===== config.mk =====
export PLATFORM = sky130hd
export DESIGN_NAME = modulation_segment_scheduler_flat
export DESIGN_NICKNAME = d
export VERILOG_FILES = /design/src/rtl/modulation_segment_scheduler_pkg.sv /design/src/rtl/modulation_segment_scheduler_if.sv /design/src/rtl/modulation_segment_scheduler_wrap_detect.sv /design/src/rtl/modulation_segment_scheduler.sv /design/src/flat_wrapper.sv
export SDC_FILE = /design/constraint.sdc
export NUM_CORES = 1
export LEC_CHECK = 0
export BUFFER_PORTS_ARGS = -buffer_cell sky130_fd_sc_hd__buf_2
export CAP_MARGIN = 15
export CORE_MARGIN = 2
export CORE_UTILIZATION = 55
export CTS_CLUSTER_SIZE = 24
export DETAILED_ROUTE_END_ITERATION = 10
export MAX_ROUTING_LAYER = met4
export PLACE_DENSITY = 0.81
export REMOVE_ABC_BUFFERS = 1
export SLEW_MARGIN = 5
export SYNTH_ARGS = -nofsm -noshare
export SYNTH_HDL_FRONTEND = slang
export SYNTH_HIERARCHICAL = 1
export SYNTH_SLANG_ARGS = --single-unit

===== constraint.sdc =====
create_clock -name clk -period 8.3 [get_ports clk]
set_input_delay 1.245 -clock clk [delete_from_list [all_inputs] [get_ports clk]]
set_output_delay 1.245 -clock clk [all_outputs]
set_load 0.01 [all_outputs]

===== src/rtl/modulation_segment_scheduler_pkg.sv =====
`timescale 1ns/1ps
// Shared widths, transition-mode codes and FSM state type for the modulation segment scheduler.
// GPIO transition mode is accepted only when MOD_TRANSITION_GPIO_EN is defined.
package mod_sched_pkg;

    localparam int IDX_W = 15;
    localparam int REP_W = 16;

    localparam logic [7:0] TRANS_SYNC_IDX  = 8'h00;
    localparam logic [7:0] TRANS_SYS_TIME  = 8'h01;
    localparam logic [7:0] TRANS_GPIO      = 8'h02;
    localparam logic [7:0] TRANS_IMMEDIATE = 8'hFF;

    localparam logic [REP_W-1:0] REP_INFINITE = '1;

`ifdef MOD_TRANSITION_GPIO_EN
    localparam bit GPIO_EN = 1'b1;
`else
    localparam bit GPIO_EN = 1'b0;
`endif

    typedef enum logic [1:0] {
        PLAY    = 2'd0,
        WAIT    = 2'd1,
        STOPPED = 2'd2
    } schedState_e;

    // Unknown mode codes make an UPDATE a no-op.
    function automatic logic modeValid(input logic [7:0] mode);
        return (mode == TRANS_SYNC_IDX) || (mode == TRANS_SYS_TIME) ||
               (mode == TRANS_IMMEDIATE) || (GPIO_EN && (mode == TRANS_GPIO));
    endfunction

endpackage


===== src/rtl/modulation_segment_scheduler_if.sv =====
`timescale 1ns/1ps
// Configuration-side bus of the scheduler: swap requests in, segment/index/status out.
interface modulation_segment_scheduler_if;
    import mod_sched_pkg::*;

    logic             update;
    logic             reqSegment;
    logic [REP_W-1:0] reqRep;
    logic [7:0]       transitionMode;
    logic [63:0]      transitionValue;

    logic             segment;
    logic [IDX_W-1:0] idx;
    logic             stop;
    logic             busy;

    modport master (
        output update, reqSegment, reqRep, transitionMode, transitionValue,
        input  segment, idx, stop, busy
    );

    modport slave (
        input  update, reqSegment, reqRep, transitionMode, transitionValue,
        output segment, idx, stop, busy
    );

endinterface


===== src/rtl/modulation_segment_scheduler_wrap_detect.sv =====
`timescale 1ns/1ps
// Remembers last cycle's timer index and flags a wrap when the index moves backwards.
module mod_wrap_detect
    import mod_sched_pkg::*;
(
    input  logic             clk,
    input  logic             rst_n,
    input  logic [IDX_W-1:0] idx_i,
    output logic             wrap_o
);

    logic [IDX_W-1:0] prevIdx_q;

    always_ff @(posedge clk or negedge rst_n) begin
        if (!rst_n) begin
            prevIdx_q <= '0;
        end else begin
            prevIdx_q <= idx_i;
        end
    end

    assign wrap_o = prevIdx_q > idx_i;

endmodule


===== src/rtl/modulation_segment_scheduler.sv =====
`timescale 1ns/1ps
// Chooses which modulation segment feeds the sampler, times requested swaps and stops finite plays.
// Optional GPIO-triggered swaps are built when MOD_TRANSITION_GPIO_EN is defined.
module modulation_segment_scheduler
    import mod_sched_pkg::*;
(
    input  logic                          clk,
    input  logic                          rst_n,
    modulation_segment_scheduler_if.slave bus,
    input  logic [63:0]                   sys_time_i,
    input  logic [IDX_W-1:0]              cycle_0_i,
    input  logic [IDX_W-1:0]              cycle_1_i,
    input  logic [IDX_W-1:0]              idx_0_i,
    input  logic [IDX_W-1:0]              idx_1_i,
    input  logic [3:0]                    gpio_i
);

    schedState_e      state_q;
    logic             segment_q;
    logic             stop_q;
    logic             busy_q;
    logic [IDX_W-1:0] idx_q;
    logic [REP_W-1:0] repActive_q;
    logic [REP_W-1:0] playCnt_q;

    logic             pendSegment_q;
    logic [REP_W-1:0] pendRep_q;
    logic [7:0]       pendMode_q;
    logic [63:0]      pendValue_q;

    logic             wrap0;
    logic             wrap1;
    logic             gpioRise;
    logic             swapNow;
    logic             activeWrap;
    logic             requestValid;
    logic [IDX_W-1:0] activeIdx;
    logic [IDX_W-1:0] activeCycle;
    logic [IDX_W-1:0] pendIdx;

    mod_wrap_detect wrapDetect0 (
        .clk    (clk),
        .rst_n  (rst_n),
        .idx_i  (idx_0_i),
        .wrap_o (wrap0)
    );

    mod_wrap_detect wrapDetect1 (
        .clk    (clk),
        .rst_n  (rst_n),
        .idx_i  (idx_1_i),
        .wrap_o (wrap1)
    );

    assign activeWrap   = segment_q ? wrap1 : wrap0;
    assign activeIdx    = segment_q ? idx_1_i : idx_0_i;
    assign activeCycle  = segment_q ? cycle_1_i : cycle_0_i;
    assign pendIdx      = pendSegment_q ? idx_1_i : idx_0_i;
    assign requestValid = bus.update && modeValid(bus.transitionMode);

`ifdef MOD_TRANSITION_GPIO_EN
    logic [3:0] gpioMeta_q;
    logic [3:0] gpioSync_q;
    logic [3:0] gpioPrev_q;

    // Two-flop synchroniser followed by an edge-detect stage on the selected pin.
    always_ff @(posedge clk or negedge rst_n) begin
        if (!rst_n) begin
            gpioMeta_q <= '0;
            gpioSync_q <= '0;
            gpioPrev_q <= '0;
        end else begin
            gpioMeta_q <= gpio_i;
            gpioSync_q <= gpioMeta_q;
            gpioPrev_q <= gpioSync_q;
        end
    end

    assign gpioRise = gpioSync_q[pendValue_q[1:0]] & ~gpioPrev_q[pendValue_q[1:0]];
`else
    logic unusedGpio;
    assign unusedGpio = ^gpio_i;
    assign gpioRise   = 1'b0;
`endif

    always_comb begin
        swapNow = 1'b0;
        case (pendMode_q)
            TRANS_SYNC_IDX:  swapNow = pendSegment_q ? wrap1 : wrap0;
            TRANS_SYS_TIME:  swapNow = sys_time_i >= pendValue_q;
            TRANS_GPIO:      swapNow = gpioRise;
            TRANS_IMMEDIATE: swapNow = 1'b1;
            default:         swapNow = 1'b0;
        endcase
    end

    // A new request is applied after the state update so it wins when it coincides with a swap.
    always_ff @(posedge clk or negedge rst_n) begin
        if (!rst_n) begin
            state_q       <= PLAY;
            segment_q     <= 1'b0;
            stop_q        <= 1'b0;
            busy_q        <= 1'b0;
            idx_q         <= '0;
            repActive_q   <= REP_INFINITE;
            playCnt_q     <= '0;
            pendSegment_q <= 1'b0;
            pendRep_q     <= REP_INFINITE;
            pendMode_q    <= TRANS_SYNC_IDX;
            pendValue_q   <= '0;
        end else begin
            case (state_q)
                WAIT: begin
                    if (swapNow) begin
                        state_q     <= PLAY;
                        segment_q   <= pendSegment_q;
                        repActive_q <= pendRep_q;
                        playCnt_q   <= '0;
                        stop_q      <= 1'b0;
                        busy_q      <= 1'b0;
                        idx_q       <= pendIdx;
                    end else begin
                        idx_q <= stop_q ? activeCycle : activeIdx;
                    end
                end
                PLAY: begin
                    if (activeWrap && (repActive_q != REP_INFINITE) && (playCnt_q == repActive_q)) begin
                        state_q <= STOPPED;
                        stop_q  <= 1'b1;
                        idx_q   <= activeCycle;
                    end else begin
                        if (activeWrap) begin
                            playCnt_q <= playCnt_q + REP_W'(1);
                        end
                        idx_q <= activeIdx;
                    end
                end
                STOPPED: begin
                    idx_q <= activeCycle;
                end
                default: begin
                    state_q <= PLAY;
                end
            endcase

            if (requestValid) begin
                pendSegment_q <= bus.reqSegment;
                pendRep_q     <= bus.reqRep;
                pendMode_q    <= bus.transitionMode;
                pendValue_q   <= bus.transitionValue;
                state_q       <= WAIT;
                busy_q        <= 1'b1;
            end
        end
    end

    assign bus.segment = segment_q;
    assign bus.idx     = idx_q;
    assign bus.stop    = stop_q;
    assign bus.busy    = busy_q;

endmodule


===== src/flat_wrapper.sv =====
// flat-port wrapper written by rule: the top's interface ports become plain ports
module modulation_segment_scheduler_flat import mod_sched_pkg::*;
  (clk, rst_n, sys_time_i, cycle_0_i, cycle_1_i, idx_0_i, idx_1_i, gpio_i, bus_update, bus_reqSegment, bus_reqRep, bus_transitionMode, bus_transitionValue, bus_segment, bus_idx, bus_stop, bus_busy);
  modulation_segment_scheduler_if bus_i ();
  input  logic clk;
  input  logic rst_n;
  input  logic [63:0] sys_time_i;
  input  logic [IDX_W-1:0] cycle_0_i;
  input  logic [IDX_W-1:0] cycle_1_i;
  input  logic [IDX_W-1:0] idx_0_i;
  input  logic [IDX_W-1:0] idx_1_i;
  input  logic [3:0] gpio_i;
  input wire logic [$bits(bus_i.update)-1:0] bus_update;
  input wire logic [$bits(bus_i.reqSegment)-1:0] bus_reqSegment;
  input wire logic [$bits(bus_i.reqRep)-1:0] bus_reqRep;
  input wire logic [$bits(bus_i.transitionMode)-1:0] bus_transitionMode;
  input wire logic [$bits(bus_i.transitionValue)-1:0] bus_transitionValue;
  output wire logic [$bits(bus_i.segment)-1:0] bus_segment;
  output wire logic [$bits(bus_i.idx)-1:0] bus_idx;
  output wire logic [$bits(bus_i.stop)-1:0] bus_stop;
  output wire logic [$bits(bus_i.busy)-1:0] bus_busy;
  assign bus_i.update = bus_update;
  assign bus_i.reqSegment = bus_reqSegment;
  assign bus_i.reqRep = bus_reqRep;
  assign bus_i.transitionMode = bus_transitionMode;
  assign bus_i.transitionValue = bus_transitionValue;
  assign bus_segment = bus_i.segment;
  assign bus_idx = bus_i.idx;
  assign bus_stop = bus_i.stop;
  assign bus_busy = bus_i.busy;
  modulation_segment_scheduler u_core (.clk(clk), .rst_n(rst_n), .bus(bus_i), .sys_time_i(sys_time_i), .cycle_0_i(cycle_0_i), .cycle_1_i(cycle_1_i), .idx_0_i(idx_0_i), .idx_1_i(idx_1_i), .gpio_i(gpio_i));
endmodule

==> results_dict.tcl <==
set metrics [dict create \
    yosysWarnings 6 \
    htreeDepth 4 \
    cts_tree "yes" \
    timing.critical_path.max_delay_family "compound AO/OA/AOI/OAI gates" \
    cts_setup_buffers 0 \
    hold-path-endpoint "u_core/pendMode_q[6]$_DFFE_PN0P_" \
    r2r_start "u_core/wrapDetect1/prevIdx_q[2]$_DFF_PN0_" \
    post_drt_wl_per_cell_um 17.7 \
    place_area_mm2 0.0117 \
    route.detailed.drc 0 \
    async_flop_share 1.00 \
    grt_pass1_vias 8274 \
    critPathMaxStageDelay_ps 870 \
    met2_usage 0.414 \
    crit_arrival_ps 5290 \
    instances_no_fill 1396 \
    grt_util_met3 0.0465 \
    synth_flop_cell "dfrtp_1" \
    fin_area_mm2 0.0123 \
    leakage_nw 5.86 \
    clk_latency_ps 430 \
    vias 8108 \
    worstPathRequired_ps 8550 \
    ys_top_cells_by_area "dfrtp_1 (34%), mux2_2 (12%), ha_1 (12%)" \
    cp_cell_sequence "buf_2, inv_1, ha_1, a21oi_1, a21oi_1, o31a_1, o41a_1, mux2i_1, nor2_1, a221oi_1, o2111ai_1, o21bai_2, and2_1, o311ai_0" \
    synth_top_cell_area_share 0.337 \
    layout_common_cells "buf_2 (232), dfrtp_1 (138), mux2_2 (108), inv_1 (102), ha_1 (95)" \
    routed_wl_mm 24.7 \
    hold_violations 0 \
    hold_start "u_core/pendMode_q[6]$_DFFE_PN0P_" \
    die_area_mm2 0.0199 \
    clock_sinks 171 \
    numCtsBuffers 17 \
    power_w 0.00232 \
    fin_nets 1459 \
    max_freq_mhz 198 \
    crit_path_top_delay_cell "o21bai_2" \
    cts_resized 0 \
    synth_area_per_cell_um2 11.2 \
    timing.rr.end "u_core/bus.idx[9]$_DFFE_PN0P_" \
    syn_inst 922 \
    period_needed_ps 5050 \
    place_inst 1359 \
    area_growth_pct 19.2 \
    critPathBufInv 2 \
    r2r_slack_ps 3880 \
    drv_slew 0 \
    hpwl_mm 17.7 \
    fin_crit_sh 0.608 \
    grt_max_degree 71 \
    ctsHoldBuffers 0 \
    clk_path_buf_depth 2 \
    clkTransAtPathRegs_ps 70 \
    cts_root_buf "clkbuf_16" \
    synth-edff-count 0 \
    drt_iter0_markers 454 \
    drt-pass1-iter-count 7 \
    grt_overflow 0 \
    drive_gt1_frac 0.387 \
    boundaryPins 238 \
    grtUsageTotal 0.255 \
    cp-end-kind "flop" \
    viasPerCell 5.81 \
    grt_busiest_layer "met2" \
    holdPathStages 2 \
    p_per_area_mw_per_mm2 188 \
    core-area_mm2 0.0186 \
    reg2regPathDepth 12 \
    yosysTopAreaCell "dfrtp_1" \
    critical_path.most_common_cell "a21oi_1" \
    fin_worst_skew_ps 14.4 \
    grt_pass1_wl_mm 39.3 \
    cp.depth 14 \
    synth_area_mm2 0.0103 \
    synth-seq-cells 171 \
    final_common_cell "buf_2" \
    rows 50 \
    setup_viol 0 \
    ant_nets 0 \
    rsz0062_at_grt "false" \
    antenna_found_initial 5 \
    die_w_um 141 \
    max-vdd-ir-drop_uv 140 \
    relSlewSlack 0.262 \
    min_path_type "reg2reg" \
    die_y_um 141 \
    synth.yosys.seq_area_share 0.419 \
    cap_viol_max_count 0 \
    portBuffers 233 \
    initial_core_util 0.555 \
    crit_path_max_fanout 19 \
    crit_type "in2reg" \
    worstMarginPinSlew_ps 1110 \
    synth_cell_types 54 \
    startpoint "idx_1_i[2]" \
    gp_congestion 0.899 \
    grtUsageMet1 0.314 \
    cp-start-kind "primary input" \
    outcome "finished clean" \
]
-- cells in the mapped netlist (2+ instances only) --
cell type	instances
nand4b_1	16
nor2_1	29
buf_4	2
xnor2_1	9
nand2b_1	4
o21ai_0	28
mux4_2	15
mux2_2	108
or4_1	3
o31a_1	4
buf_6	2
mux2i_1	23
a21oi_1	37
a221o_1	8
o311ai_0	15
nand3b_1	2
nor3_1	3
nor2b_1	10
a21boi_0	4
nand4_1	39
dfstp_2	32
buf_2	3
a222oi_1	8
inv_1	102
ha_1	95
a211oi_1	8
and3_1	8
mux2_4	13
nand2_1	38
xor2_1	19
nand3_1	26
a21o_1	6
dfrtp_1	139
nor4_1	8
a211oi_2	2
a221oi_1	3
o41a_1	2
clkbuf_1	29
and2_1	4
and4_1	2
-- cells by family (layout without fill, tap and decap cells) --
group           Yosys count  after routing  synth area share
buf+inv                 140            375            0.0536
other cells               0              5                 0
fa+ha+maj                95             95             0.115
mux                     159            159             0.192
simple gates            193            193             0.102
compound gates          136            136            0.0943
flops                   171            171             0.419
xor+xnor                 28             28            0.0238
-- report_power, final --
group / switching [W] / internal [W] / leakage [nW]
clock: 0.000355 / 0.000439 / 0.292
sequential: 0.0000799 / 0.000936 / 2.10
combinational: 0.000271 / 0.000235 / 3.46
-- metrics by stage --
step / utilization / hold slack, ps / TNS [ps] / setup WS, ps
3_3_place_gp: 0.629 / 473 / 0 / 2850
5_1_grt: 0.661 / 511 / 0 / 2930
4_1_cts: 0.661 / 502 / 0 / 3250
2_1_floorplan: - / 461 / -25370 / -296
6_report: 0.661 / 500 / 0 / 3250
3_5_place_dp: 0.629 / 486 / 0 / 2820
-- worst max-delay path by stage --
stage	to	slack (ps)
2_1_floorplan	u_core/pendRep_q[0]$_DFFE_PN1P_	-300
3_3_place_gp	u_core/bus.idx[8]$_DFFE_PN0P_	2850
3_5_place_dp	u_core/bus.idx[1]$_DFFE_PN0P_	2820
4_1_cts	u_core/bus.idx[5]$_DFFE_PN0P_	3250
5_1_grt	u_core/bus.idx[8]$_DFFE_PN0P_	2930
6_report	u_core/bus.idx[9]$_DFFE_PN0P_	3250
-- routing by layer --
layer | vias up | routed length [um]
met3 | 58 | 1390
met5 | - | 0
met1 | 3926 | 10500
met2 | 295 | 12000
li1 | 3829 | -
met4 | 0 | 832
-- cell type report --
| cell class | instances | area, um^2 |
|---|---|---|
| Sequential cell | 171 | 4320 |
| Timing Repair Buffer | 241 | 1230 |
| Tap cell | 234 | 293 |
| Clock inverter | 10 | 91.3 |
| Multi-Input combinational cell | 611 | 5460 |
| Clock buffer | 22 | 497 |
| Fill cell | 1451 | 6290 |
| Inverter | 102 | 383 |
| Antenna cell | 5 | 12.5 |
-- tightest hold or removal path: cells and delay by family, from the launching register on --
family        cells  cell delay (ps)
simple gates      2              110
flops             1              360
-- registers in the layout, indices dropped and copies added (netlist names), 2 cells and up --
name                          count
u_core/pendValue_q               64
u_core/repActive_q               16
u_core/bus.idx                   15
u_core/wrapDetect1/prevIdx_q     15
u_core/wrapDetect0/prevIdx_q     15
u_core/pendMode_q                 8
u_core/pendRep_q                 16
u_core/playCnt_q                 16
u_core/state_q                    2
(Power assumes the default switching activity.)
